### src/rtl/ma_channel_scheduler.sv
// ---------------------------------------------------------------------------
// ma_channel_scheduler
//
// Purpose:
//   Shares one 8-tap moving-average datapath between NCH sample streams.
//   Every channel keeps its own 7-sample history. At most one channel is
//   granted per cycle. The granted sample is averaged with that channel's
//   history. The result lands in a single registered output, tagged with
//   the channel number and held under valid/ready backpressure.
//
// Configuration macro:
//   MA_SCHED_STRICT_PRIO_EN - when defined, the lowest-numbered valid
//   channel always wins. When undefined (default), arbitration is
//   round-robin starting after the last granted channel.
//
// Ports:
//   clk        - clock, rising edge
//   reset      - asynchronous active-high reset
//   in_valid   - per-channel sample valid [NCH]
//   in_data    - per-channel signed samples, channel c at [c*DW +: DW]
//   in_ready   - per-channel grant, one-hot or zero
//   out_valid  - an average is held in the output register
//   out_ready  - consumer accepts the output this cycle
//   out_data   - signed 8-sample average (floor of sum/8)
//   out_ch     - channel that produced out_data
// ---------------------------------------------------------------------------
module ma_channel_scheduler #(
  parameter int NCH = 4,
  parameter int DW  = 16,
  localparam int CW = $clog2(NCH)
) (
  input  logic              clk,
  input  logic              reset,
  input  logic [NCH-1:0]    in_valid,
  input  logic [NCH*DW-1:0] in_data,
  output logic [NCH-1:0]    in_ready,
  output logic              out_valid,
  input  logic              out_ready,
  output logic [DW-1:0]     out_data,
  output logic [CW-1:0]     out_ch
);

  // Entry 0 holds the newest past sample (hist[1]); entry 6 the oldest (hist[7]).
  logic [DW-1:0]        r_hist [NCH][7];
  logic                 r_outValid;
  logic [DW-1:0]        r_outData;
  logic [CW-1:0]        r_outCh;
`ifndef MA_SCHED_STRICT_PRIO_EN
  logic [CW-1:0]        r_last;
  logic [CW-1:0]        w_cand;
`endif

  logic                 w_free;
  logic                 w_found;
  logic [CW-1:0]        w_sel;
  logic [NCH-1:0]       w_grant;
  logic [DW-1:0]        w_x;
  logic signed [DW+2:0] w_sum;
  logic [DW-1:0]        w_avg;

  assign w_free    = !r_outValid || out_ready;
  assign in_ready  = w_grant;
  assign out_valid = r_outValid;
  assign out_data  = r_outData;
  assign out_ch    = r_outCh;

  // Arbiter: pick at most one requesting channel when the output slot is free.
  // Nothing is granted while reset is held. Because NCH is a power of two,
  // truncating the candidate index to CW bits gives the modulo wrap for free.
  always_comb begin
    w_grant = '0;
    w_found = 1'b0;
    w_sel   = '0;
`ifndef MA_SCHED_STRICT_PRIO_EN
    w_cand  = '0;
`endif
    if (w_free && !reset) begin
`ifdef MA_SCHED_STRICT_PRIO_EN
      for (int i = 0; i < NCH; i++) begin
        if (!w_found && in_valid[i]) begin
          w_found = 1'b1;
          w_sel   = CW'(i);
        end
      end
`else
      for (int i = 1; i <= NCH; i++) begin
        w_cand = r_last + CW'(i);
        if (!w_found && in_valid[w_cand]) begin
          w_found = 1'b1;
          w_sel   = w_cand;
        end
      end
`endif
      if (w_found) begin
        w_grant[w_sel] = 1'b1;
      end
    end
  end

  // Datapath: sum the granted sample with its seven predecessors in DW+3 bits,
  // which cannot overflow. An arithmetic shift by 3 then rounds toward -inf.
  always_comb begin
    w_x   = in_data[w_sel*DW +: DW];
    w_sum = {{3{w_x[DW-1]}}, w_x};
    for (int k = 0; k < 7; k++) begin
      w_sum = w_sum + {{3{r_hist[w_sel][k][DW-1]}}, r_hist[w_sel][k]};
    end
    w_avg = DW'(w_sum >>> 3);
  end

  // State update: an accept loads the output register and shifts only the
  // granted channel's history. A drain without an accept just clears the valid.
  // While backpressured nothing is granted, so everything stays frozen.
  always_ff @(posedge clk or posedge reset) begin
    if (reset) begin
      for (int c = 0; c < NCH; c++) begin
        for (int k = 0; k < 7; k++) begin
          r_hist[c][k] <= '0;
        end
      end
      r_outValid <= 1'b0;
      r_outData  <= '0;
      r_outCh    <= '0;
`ifndef MA_SCHED_STRICT_PRIO_EN
      r_last     <= CW'(NCH - 1);
`endif
    end else if (w_found) begin
      for (int k = 6; k > 0; k--) begin
        r_hist[w_sel][k] <= r_hist[w_sel][k-1];
      end
      r_hist[w_sel][0] <= w_x;
      r_outValid       <= 1'b1;
      r_outData        <= w_avg;
      r_outCh          <= w_sel;
`ifndef MA_SCHED_STRICT_PRIO_EN
      r_last           <= w_sel;
`endif
    end else if (out_ready) begin
      r_outValid <= 1'b0;
    end
  end

endmodule

### config.mk
export PLATFORM = sky130hd
export DESIGN_NAME = ma_channel_scheduler
export DESIGN_NICKNAME = d
export VERILOG_FILES = /design/src/rtl/ma_channel_scheduler.sv
export SDC_FILE = /design/constraint.sdc
export NUM_CORES = 1
export LEC_CHECK = 0
export ABC_AREA = 1
export CAP_MARGIN = 20
export CORE_ASPECT_RATIO = 1.75
export CORE_MARGIN = 2
export CORE_UTILIZATION = 35
export CTS_CLUSTER_DIAMETER = 80
export DETAILED_ROUTE_END_ITERATION = 16
export PLACE_DENSITY = 0.63
export SLEW_MARGIN = 20
export SYNTH_ARGS = -nofsm -noshare
export SYNTH_HDL_FRONTEND = slang
export SYNTH_SLANG_ARGS = --single-unit
### constraint.sdc
create_clock -name clk -period 14.84 [get_ports clk]
set_input_delay 2.226 -clock clk [delete_from_list [all_inputs] [get_ports clk]]
set_output_delay 2.226 -clock clk [all_outputs]
set_load 0.03 [all_outputs]
==> metrics.yaml <==
drt:
  drc: 0
  via_per_inst: 4.91
  wl_per_cell_um: 17.5
  firstDrtPassIters: 7
  ant_nets: 0
  detailroute.via_count: 20800
  drt_iter0_drc: 1464
  drt_wl_total_um: 73700
cells_and_area:
  fill_cells: 7425
  diodes: 0
  syn2layout_area_growth_pct: 11.7
  ff_latch_area_um2: 11700
  drive_gt1_frac: 0.0388
  final_cells: 4223
  finalNetCount: 3451
  multi_input_area_um2: 11400
setup_path:
  r2r-start: "r_last[0]"
  cp.arrival_ns: 10.35
  reg2reg_depth: 32
  critPathKind: "in2reg"
  slowest_stage: "buf_4"
  critPathRequiredTime_ns: 15.34
  cpPeakStageDelay_ns: 0.78
  cp_max_fo: 77
  startpoint: "in_valid[2]"
  startpoint_type: "primary input"
  end_kind: "flop"
yosys:
  synth-edff-count: 0
  ys_warn_count: 0
  syn_nets: 3449
  netlist_area_um2: 25500
  avgSynthCellArea_um2: 7.80
  postSynthCellCount: 3262
  synth_cell_types: 35
  synth_seq_area_share: 0.461
  synthFlopType: "dfrtp_1"
  synthArstFlopShare: 1.00
  ys_ff_latch: 469
worst_hold_path:
  min_path_cells: 2
  hold_path_class: "reg2reg"
  worstHoldStart: "r_hist[341]"
clock_tree:
  root_buffer: "clkbuf_16"
  cts_setup_buffers: 0
  clkLatencyLatePin_ns: 0.62
  cts_buffers: 47
  cts_sinks: 469
  cts_resized: 0
  cts_hold_buf: 0
  cts_tree: "yes"
  path_clk_slew_ns: 0.06
  cts.path.max_buffers: 3
  ctsHtreeMaxLevel: 2
global_route:
  grt_pass1_vias: 21100
  grt.overflow.total: 0
  antenna_found_initial: 0
  grt_max_degree: 165
  grtUsageTotal: 0.199
  grt_pass1_wl_um: 117000
place:
  gp_congestion: 0.873
  place_hpwl_um: 49600
  dp_slack_ns: 4.39
  io_buffers: 93
  dp_cells: 4139
sta:
  setup_slack_ns: 4.99
  hold_ws_ns: 0.476
  finalSetupTns_ns: 0
  hold_viol: 0
  drv_slew: 0
  rsz0062_at_grt: "no"
  clock_skew_ns: 0.0343
  timing.final.setup_violations: 0
  period_needed_ns: 9.85
  fmax_mhz: 101
  slew_headroom: 0.263
  post-route-period-util: 0.664
  worstMarginPinSlew_ns: 1.11
floorplan:
  die_y_um: 361
  row_count: 130
  num_io_pins: 94
  start_util: 0.354
  dieWidth_um: 208
  die_area_um2: 75000
  coreArea_um2: 71900
flow_run:
  max_cap_viol_count: 0
run_status:
  status: "finished clean"
path summary, 6_finish.rpt:
check | end | slack (ns)
worst max-delay path | out_data[9] | 4.99
worst min-delay path | r_hist[341] | 0.48
worst max register to register | out_data[9] | 6.33
worst min register to register | r_hist[341] | 0.48
max in group asynchronous | r_hist[46] | 10.52
min in group asynchronous | out_valid | 2.11
sequential cells by signal (all words and copies together), names as in the netlist:
register,flops
r_hist,448
out_valid,1
r_last,2
out_data,16
out_ch,2
critical path, delay by kind of cell:
family | cells | cell delay [ns]
AO/OA/AOI/OAI | 7 | 1.68
XOR/XNOR | 1 | 0.15
adder cells (fa/ha/maj) | 5 | 2.09
buffers and inverters | 6 | 2.21
AND/OR/NAND/NOR | 13 | 1.94
routing by layer:
layer,global-route usage,vias to the layer above,share of wire,wire length (µm)
met3,0.0265,175,0.043,3170
met4,0.0982,0,0.053,3940
met1,0.229,10000,0.39,29000
li1,-,10000,-,-
met2,0.359,517,0.51,37700
met5,0,-,0,0
metrics by stage:
step / utilization / cell area (µm²)
finish: 0.396 / 28400
detailed placement: 0.374 / 26900
global placement: 0.374 / 26900
global route: 0.396 / 28400
floorplan: - / 25500
CTS: 0.396 / 28400
layout make-up:
class,instances,area share
repair buffers,120,0.0407
clock inverters,15,0.00625
well taps,924,0.0406
multi-input cells,2234,0.400
clock buffers,69,0.0478
flip-flops and latches,469,0.413
inverters,392,0.0523
layout by cell type, fill, tap and decap left out, drive strengths merged, types with 26 or more instances in the layout:
cell type      instances
nor2                 246
nand3                112
fa                    90
clkdlybuf4s50         93
dfrtp                467
nand2               1233
o21ai                328
inv                  393
ha                    26
buf                   27
o21bai               101
clkbuf                69
cells in the mapped netlist (22+ instances only):
cell         n  area [µm²]
dfrtp_1    467       11700
o21bai_1   101         758
ha_1        26         325
inv_1      383        1440
clkbuf_1    42         158
nand3_1    111         556
o21ai_0    252        1260
nand2_1   1222        4590
a21oi_1     24         120
fa_1        90        1800
o21ai_1     76         380
nor2_1     243         912
buf_2       91         455
and2_1      22         138
cell families (layout without fill, tap and decap cells):
logic type	Yosys count	in the layout	synth area share
adder cells (fa/ha/maj)	116	116	0.0836
AO/OA/AOI/OAI	473	473	0.104
buffers and inverters	559	596	0.0933
XOR/XNOR	12	12	0.00413
AND/OR/NAND/NOR	1633	1633	0.254
flip-flops	469	469	0.461
Power is left out: the tool's default activity adds up to more than one toggle a clock period on the data nets, which glitch-free logic cannot reach.
